$ cat src/rtl/embed_edge_pio.sv
// embed_edge_pio: parallel input port with per-bit rise/fall capture, W1C status and irq.
// Define EMBED_EDGE_PIO_DEBOUNCE_EN to add a per-bit debounce filter with a DEB_PERIOD register.
module embed_edge_pio #(
    parameter int          WIDTH     = 10,
    parameter logic [15:0] DEB_RESET = 16'd1000
) (
    input  logic             clk,
    input  logic             reset,
    input  logic [2:0]       address,
    input  logic             chipselect,
    input  logic             write_n,
    input  logic [31:0]      writedata,
    input  logic [WIDTH-1:0] in_port,
    output logic [31:0]      readdata,
    output logic             irq
);

    logic [WIDTH-1:0] s1, s2, f, p;
    logic [WIDTH-1:0] rise_en, fall_en, irq_mask, edge_cap;
    logic [WIDTH-1:0] rise, fall, clr, wval;
    logic             wr;
    logic [31:0]      rmux;
    logic             unused_ok;

    assign wr        = chipselect & ~write_n;
    assign wval      = writedata[WIDTH-1:0];
    assign clr       = (wr && address == 3'd3) ? wval : '0;
    assign rise      = f & ~p & rise_en;
    assign fall      = ~f & p & fall_en;
    assign irq       = |(edge_cap & irq_mask);
    assign unused_ok = ^{writedata, DEB_RESET};

`ifdef EMBED_EDGE_PIO_DEBOUNCE_EN
    logic [15:0] deb_period;
    logic [15:0] cnt [WIDTH];

    // f only follows s2 once s2 has disagreed for DEB_PERIOD+1 cycles
    always_ff @(posedge clk) begin
        if (reset) begin
            f          <= '0;
            deb_period <= DEB_RESET;
            for (int i = 0; i < WIDTH; i++) cnt[i] <= '0;
        end else begin
            if (wr && address == 3'd5) deb_period <= writedata[15:0];
            for (int i = 0; i < WIDTH; i++) begin
                if (s2[i] == f[i]) begin
                    cnt[i] <= '0;
                end else if (cnt[i] >= deb_period) begin
                    f[i]   <= s2[i];
                    cnt[i] <= '0;
                end else begin
                    cnt[i] <= cnt[i] + 16'd1;
                end
            end
        end
    end
`else
    assign f = s2;
`endif

    always_comb begin
        rmux = '0;
        case (address)
            3'd0: rmux[WIDTH-1:0] = f;
            3'd1: rmux[WIDTH-1:0] = rise_en;
            3'd2: rmux[WIDTH-1:0] = irq_mask;
            3'd3: rmux[WIDTH-1:0] = edge_cap;
            3'd4: rmux[WIDTH-1:0] = fall_en;
`ifdef EMBED_EDGE_PIO_DEBOUNCE_EN
            3'd5: rmux[15:0]      = deb_period;
`endif
            default: rmux = '0;
        endcase
    end

    always_ff @(posedge clk) begin
        if (reset) begin
            s1       <= '0;
            s2       <= '0;
            p        <= '0;
            rise_en  <= '0;
            fall_en  <= '0;
            irq_mask <= '0;
            edge_cap <= '0;
            readdata <= '0;
        end else begin
            s1       <= in_port;
            s2       <= s1;
            p        <= f;
            // a new edge overrides a same-cycle clear of that bit
            edge_cap <= (edge_cap & ~clr) | rise | fall;
            readdata <= rmux;
            if (wr) begin
                case (address)
                    3'd1:    rise_en  <= wval;
                    3'd2:    irq_mask <= wval;
                    3'd4:    fall_en  <= wval;
                    default: ;
                endcase
            end
        end
    end

endmodule

$ cat config.mk
export PLATFORM = sky130hd
export DESIGN_NAME = embed_edge_pio
export DESIGN_NICKNAME = d
export VERILOG_FILES = /design/src/rtl/embed_edge_pio.sv
export SDC_FILE = /design/constraint.sdc
export NUM_CORES = 1
export LEC_CHECK = 0
export CORE_MARGIN = 2
export CORE_UTILIZATION = 30
export CTS_BUF_LIST = sky130_fd_sc_hd__clkbuf_8 sky130_fd_sc_hd__clkbuf_16
export DETAILED_ROUTE_END_ITERATION = 16
export SYNTH_ARGS = -nofsm -noshare
export SYNTH_HDL_FRONTEND = slang
export SYNTH_SLANG_ARGS = --single-unit
$ cat constraint.sdc
create_clock -name clk -period 1.8 [get_ports clk]
set_clock_uncertainty 0.05 [all_clocks]
set_input_delay 0.18 -clock clk [delete_from_list [all_inputs] [get_ports clk]]
set_output_delay 0.18 -clock clk [all_outputs]
set_load 0.05 [all_outputs]
# --- Word level (Yosys, flattened, before mapping) ---
# Index checks and enable logic that the tools add are counted.
op_classes:
  n_eq_ne: 4
  muxes: 2
  n_bitwise: 13
  reduce_logical: 6
ops:
  columns: ["operator", "count"]
  rows:
  - ["10-bit AND", 6]
  - ["10-bit one-hot mux with 5 select lines", 1]
  - ["10-bit inverter", 3]
  - ["10-bit bitwise OR", 2]
  - ["10-bit 2-to-1 mux", 1]
  - ["10-bit OR reduction", 1]
  - ["3-bit by 2-bit == test with 1-bit output, second input constant", 2]
  - ["2-bit AND reduction", 3]
  - ["3-bit by 1-bit == test with 1-bit output, second input constant", 1]
  - ["3-bit == test, second input constant", 1]
  - ["3-bit zero test", 1]
  - ["1-bit AND", 1]
  - ["1-bit logical AND", 1]
  - ["1-bit inverter", 1]
totals:
  reg_bits: 102
  in_bits: 49
  output_inout_bits: 33
  elab_cells: 34

# --- Depth between registers and ports, before layout ---
# Gate-level depths: netlist (run 1).
logic_depth:
  depth_word: 8
  depth_mapped: 5
  mapped_depth_nobuf: 3

# --- Least setup slack after synthesis (run 1) ---
# OpenSTA, ideal clock, no wires.
synth_timing:
  kind: "register -> output"
  start: "reg edge_cap[6]"
  end: "out irq"
  t_arrival_ns: 1.237
  setup_slack_ns: 0.333
  path_stages_with_launch: 4
  n_path_buf: 0
  path_cell_list: "dfxtp_1 > a22o_1 > a221oi_1 > nand4_1"
synth_between:
  elab_chain_cells: 2
synth_lines:
  columns: ["item", "line_no", "rtl"]
  rows:
  - ["start, declared", "19", "logic [WIDTH-1:0] rise_en, fall_en, irq_mask, edge_cap;"]
  - ["start signal, assigned", "91", "edge_cap <= (edge_cap & ~clr) | rise | fall;"]
  - ["10-bit AND", "30", "assign irq = |(edge_cap & irq_mask);"]
  - ["10-bit OR reduction", "30", null]
  - ["end, declared", "15", "output logic irq"]
# No other way between the ends.

# --- Final worst setup path (run 1) ---
# Same ends and word-level chain as after synthesis.

==> results.cfg, run 1 <==
[routing]
wl_per_cell_um = 15.4
met3WireLength_um = 407
wl_met2_um = 4230
vias = 2763
highest_layer = met4
vias_per_cell = 4.90
drc = 0
dr.pass1.iters = 4
ant_nets = 0
wl_um = 8680
wl_met1_um = 3890
drt-initial-drc-count = 132

[cts]
root_buffer = clkbuf_16
cts_inserted_buffers = 9
insertion_delay_ns = 0.33
clkTransAtPathRegs_ns = 0.06
cts_htree_levels = 3
cts_tree = yes
tritoncts_num_sinks = 80
cts_buffer_depth = 2

[yosys]
synth_cells = 362
synth_commonest_cells = dfxtp_1, a21oi_1, nor2b_1
synth_area_leader_cell = dfxtp_1
synth.distinct_cells = 32
synth-edff-count = 0
dominantRegCellSynth = dfxtp_1
ys_ff_latch = 80
avgSynthCellArea_um2 = 9.47
async_flop_share_pct = 0
synth_top_area_share_pct = 46.7
netlist_area_mm2 = 0.00343
yosysMostFrequentCell = dfxtp_1
synth_area_leaders = dfxtp_1, nor2b_1, a21oi_1
ys_warn_count = 0
yosysSeqAreaShare_pct = 46.7

[placement]
dpl_worst_slack_ns = -0.0408
port_buffers = 37
place_hpwl_um = 5870
placedCellCount = 548
globalplace.congestion = 0.812

[die]
start_util_pct = 30.4
io_pins = 82
coreArea_mm2 = 0.0113
core.rowCount = 39
fp.dieW_um = 111
dieArea_mm2 = 0.0123
die_height_um = 111

[sta]
tightest_slew_ns = 0.496
hold_viol = 0
worst_slack_ns = 0.0823
final_max_slew_viol_count = 0
finalSetupTns_ns = 0
rsz0062_at_grt = no
timing.slew.headroom_pct = 66.8
max_freq_ghz = 0.582
period_share_pct = 95.4
min_period_ns = 1.72
setup_viol = 0

[pwr]
p_comb_share_pct = 9.9
p_clk_share_pct = 46.4
power_leakage_nw = 1.53
total_power_w = 0.00419
swShare_pct = 24.4
seq_power_share_pct = 43.7
p_per_area_mw_per_mm2 = 967
net-switching-power_w = 0.00102
p_int_w = 0.00317
peakVddDrop_v = 0.000492

[flow_run]
maxCapViolations = 0

[setup_path]
reg2regPathDepth = 3
end_kind = output port
startpoint_type = register
crit_path_start = edge_cap[6]
crit_fanout = 3
worstPathRequired_ns = 1.57
cp.arrival_ns = 1.49
r2r-start = edge_cap[9]
path_class = reg2out

[min_path]
min_from = reset
whs_path_depth = 2
hold_class = in2reg

[finish]
drive_gt1_share_pct = 16.2
final-instance-count-excl-fill = 564
antenna_cells = 0
areaGrowthSynthToFinish_pct = 26.4
nNetsFinal = 465

[grt]
antenna_found_initial = 0
grt_usage_pct = 14.2
grt-ovfl-total = 0
first_global_vias = 2660
grt_max_degree = 33
grt_pass1_wl_um = 13900

[run_status]
status = complete, no violations
[flip-flops by register name, indices dropped and copies added (netlist names)]
register  flops
p            10
rise_en      10
f            10
fall_en      10
s1           10
irq_mask     10
readdata     10
edge_cap     10
[through the flow]
stage	instance area, µm²	utilization (%)	hold WS (ns)
2_1_floorplan	3510	-	0.258
3_3_place_gp	4010	35.5	0.368
6_report	4330	38.4	0.151
3_5_place_dp	4010	35.5	0.372
4_1_cts	4330	38.4	0.143
5_1_grt	4330	38.4	0.169
[timing repair]
| item | in CTS | in global routing |
|---|---|---|
| hold buffers | 0 | 0 |
| setup buffers | 0 | 0 |
| endpoints found under the setup margin | 1 | 0 |
| resized for setup | 1 | 0 |
[cell usage in the layout, fill, tap and decap left out, types with 2 or more instances in the layout]
master            n
conb_1           22
clkinvlp_4        3
buf_4            33
clkdlybuf4s50_1  35
a22oi_1          12
nand3b_1         20
a2bb2oi_1         9
clkbuf_16         9
a21oi_1          39
nor2b_1          32
a31oi_1          10
mux2i_1          10
o31ai_2          10
o21ai_0          30
nand3_1          30
bufinv_16         2
dfxtp_1          80
o2bb2ai_1         2
nand2_1           2
nand2b_1          4
inv_1            11
nor3b_2           3
[logic make-up (layout without fill, tap and decap cells)]
group | Yosys count | in the layout | share of synthesized area (%)
buf+inv | 58 | 96 | 9.60
compound gates | 116 | 116 | 22.2
other cells | 1 | 22 | 0.109
flops | 80 | 80 | 46.7
mux | 10 | 10 | 2.92
simple gates | 97 | 97 | 18.4
[critical path: stages (launching register included)]
cell,delay (ns)
dfxtp_1,0.34
a22o_1,0.28
a221oi_2,0.17
nand4_1,0.14
buf_4,0.22
[path summary, 6_finish.rpt]
kind	endpoint	slack (ns)
max	irq	0.08
min reg2reg	f[2]	0.38
max reg2reg	readdata[9]	0.83
min	f[2]	0.15
[cell type report]
class	count	area (µm²)
Inverter	11	41.3
Fill cell	1086	6940
Clock inverter	7	96.3
Sequential cell	80	1600
Tap cell	143	179
Clock buffer	9	225
Timing Repair Buffer	69	603
Multi-Input combinational cell	245	1590
[power by group through the flow]
stage / registers [W] / clock network (W) / logic, W
finish: 0.00183 / 0.00195 / 0.000415
global route: 0.00183 / 0.00206 / 0.000439
CTS: 0.00183 / 0.00198 / 0.000414
detailed placement: 0.00187 / 0 / 0.000413
global placement: 0.00187 / 0 / 0.000410
floorplan: 0.00187 / 0 / 0.000290
[metal layers]
metal,GRT usage (%),vias to the layer above
met5,0,-
met4,5.17,0
met3,3.12,15
met2,24.1,80
met1,17.7,1308
li1,-,1360
No activity file was read; power rests on OpenSTA's default activity.
==> run 2: changes to the inputs <==
==> constraint.sdc (replaced) <==
create_clock -name clk -period 1.8 [get_ports clk]
set_clock_uncertainty 0.05 [all_clocks]
set_input_delay 0.27 -clock clk [delete_from_list [all_inputs] [get_ports clk]]
set_output_delay 0.27 -clock clk [all_outputs]
set_load 0.05 [all_outputs]
==> run 2 against run 1 <==
Largest cell class unchanged. Worst setup slack got worse by 0.071 ns. Core utilization is 0.13 points lower. Flip-flop and latch count is the same. Die area did not move. Critical endpoint unchanged. Count of clock-buffer cells in the layout unchanged. Critical path depth unchanged. Highest routed layer unchanged. First-iteration DRC count up 2.3%. Worst hold slack better by 0.049 ns. Fmax is 4.0% lower. Register-to-register slack worse by 0.03 ns. Combinational power hardly changed.
==> results.cfg, run 2 (synthesis results as in run 1) <==
[die]
fp.dieW_um = 111
core.rowCount = 39
start_util_pct = 30.4
coreArea_mm2 = 0.0113
dieArea_mm2 = 0.0123
io_pins = 82
die_height_um = 111

[setup_path]
worstPathRequired_ns = 1.48
reg2regPathDepth = 4
r2r-start = edge_cap[6]
end_kind = output port
r2r_end = readdata[6]
path_class = reg2out
r2r_slack_ns = 0.80
crit_fanout = 2
startpoint_type = register
cp.arrival_ns = 1.47

[pwr]
total_power_w = 0.00411
power_leakage_nw = 1.55
peakVddDrop_v = 0.000374
p_per_area_mw_per_mm2 = 951

[sta]
worst_slack_ns = 0.0115
final_max_slew_viol_count = 0
hold_viol = 0
setup_viol = 0
max_freq_ghz = 0.559
rsz0062_at_grt = yes
min_period_ns = 1.79
period_share_pct = 99.4

[grt]
antenna_found_initial = 0
first_global_vias = 2634
grt_max_degree = 33
grt-ovfl-total = 0
grt_pass1_wl_um = 13600
grt_usage_pct = 13.9

[finish]
final_common_cell = dfxtp_1
antenna_cells = 0
nNetsFinal = 467
multi_input_area_mm2 = 0.00159
seq_area_mm2 = 0.00160
areaGrowthSynthToFinish_pct = 26.0
fillCellCount = 1126
drive_gt1_share_pct = 18.9
final_cell_mix = dfxtp_1, buf_4, a21oi_1
utilization_pct = 38.3

[placement]
globalplace.congestion = 0.831
place_hpwl_um = 5740
port_buffers = 37
dpl_worst_slack_ns = -0.134

[routing]
vias = 2865
drt-initial-drc-count = 135
ant_nets = 0
dr.pass1.iters = 5
wl_um = 8560
drc = 0
wl_per_cell_um = 15.1
vias_per_cell = 5.06

[cts]
cts_buffer_depth = 2
tritoncts_num_sinks = 80
cts_tree = yes
cts_htree_levels = 3
insertion_delay_ns = 0.33
postCtsHoldBufs = 0
cts_inserted_buffers = 9
root_buffer = clkbuf_16
clkTransAtPathRegs_ns = 0.06

[min_path]
min_from = reset
holdPathEnd = p[4]
hold_class = in2reg
whs_path_depth = 2

[run_status]
status = complete, no violations

[flow_run]
maxCapViolations = 0
-- run 2: cell types whose count changed in the layout (fill, tap and decap cells not counted) --
cell / change
clkinvlp_4: -1
buf_4: +9
dfxtp_1: -2
bufinv_16: -1
clkdlybuf4s50_1: -8
clkinv_2: -1
inv_6: +2
clkinv_4: +1
dfxtp_2: +2
buf_6: +1
-- run 2: worst max-delay path by stage --
stage / from / end / slack (ns) / cells past startpoint
2_1_floorplan: edge_cap[6] / irq / 0.24 / 3
3_3_place_gp: address[1] / irq_mask[7] / -0.13 / 7
3_5_place_dp: address[1] / irq_mask[4] / -0.13 / 7
4_1_cts: irq_mask[6] / irq / -0.01 / 4
5_1_grt: irq_mask[6] / irq / -0.04 / 4
6_report: irq_mask[6] / irq / 0.01 / 4
-- run 2: layout make-up --
class / count / share of cell area (%)
clock buffer: 9 / 5.22
clock inverter: 7 / 1.85
inverter: 11 / 0.956
multi-input combinational: 245 / 36.7
sequential: 80 / 37.1
tap: 143 / 4.14
timing repair buffer: 71 / 13.9
-- run 2: where the power goes --
| group | switching [W] | internal [W] | leakage [nW] |
|---|---|---|---|
| registers | 0.0000214 | 0.00181 | 0.651 |
| logic | 0.000269 | 0.000144 | 0.760 |
| clock network | 0.000776 | 0.00109 | 0.143 |
| total | 0.00107 | 0.00304 | 1.55 |
-- run 2: stage by stage --
step	instance area [µm²]	setup TNS [ns]	std cells	hold slack [ns]
2_1_floorplan	3510	0	383	0.348
3_3_place_gp	3990	-2.69	548	0.368
3_5_place_dp	3990	-3.44	548	0.372
4_1_cts	4320	-0.0121	566	0.198
5_1_grt	4320	-0.0429	566	0.211
6_report	4320	0	566	0.200
-- run 2: repair_timing --
| action | 4_1_cts | 5_1_grt |
|---|---|---|
| pin swaps | 2 | 0 |
| setup endpoints to repair | 1 | 1 |
| setup buffers | 2 | 0 |
| gates resized for setup | 4 | 0 |
-- run 2: layer usage --
metal	share of wire [%]	wire, µm	global-route usage, %
met5	0	0	0
met1	44	3740	17.3
met3	6.1	521	3.61
met4	0.94	80	3.42
met2	49	4220	24.0
-- run 2: worst max-delay path, cell delays in order, from the launching register on --
cell      delay (ns)
dfxtp_2         0.32
a22o_1          0.25
a221oi_2        0.19
nand4_1         0.17
buf_6           0.20
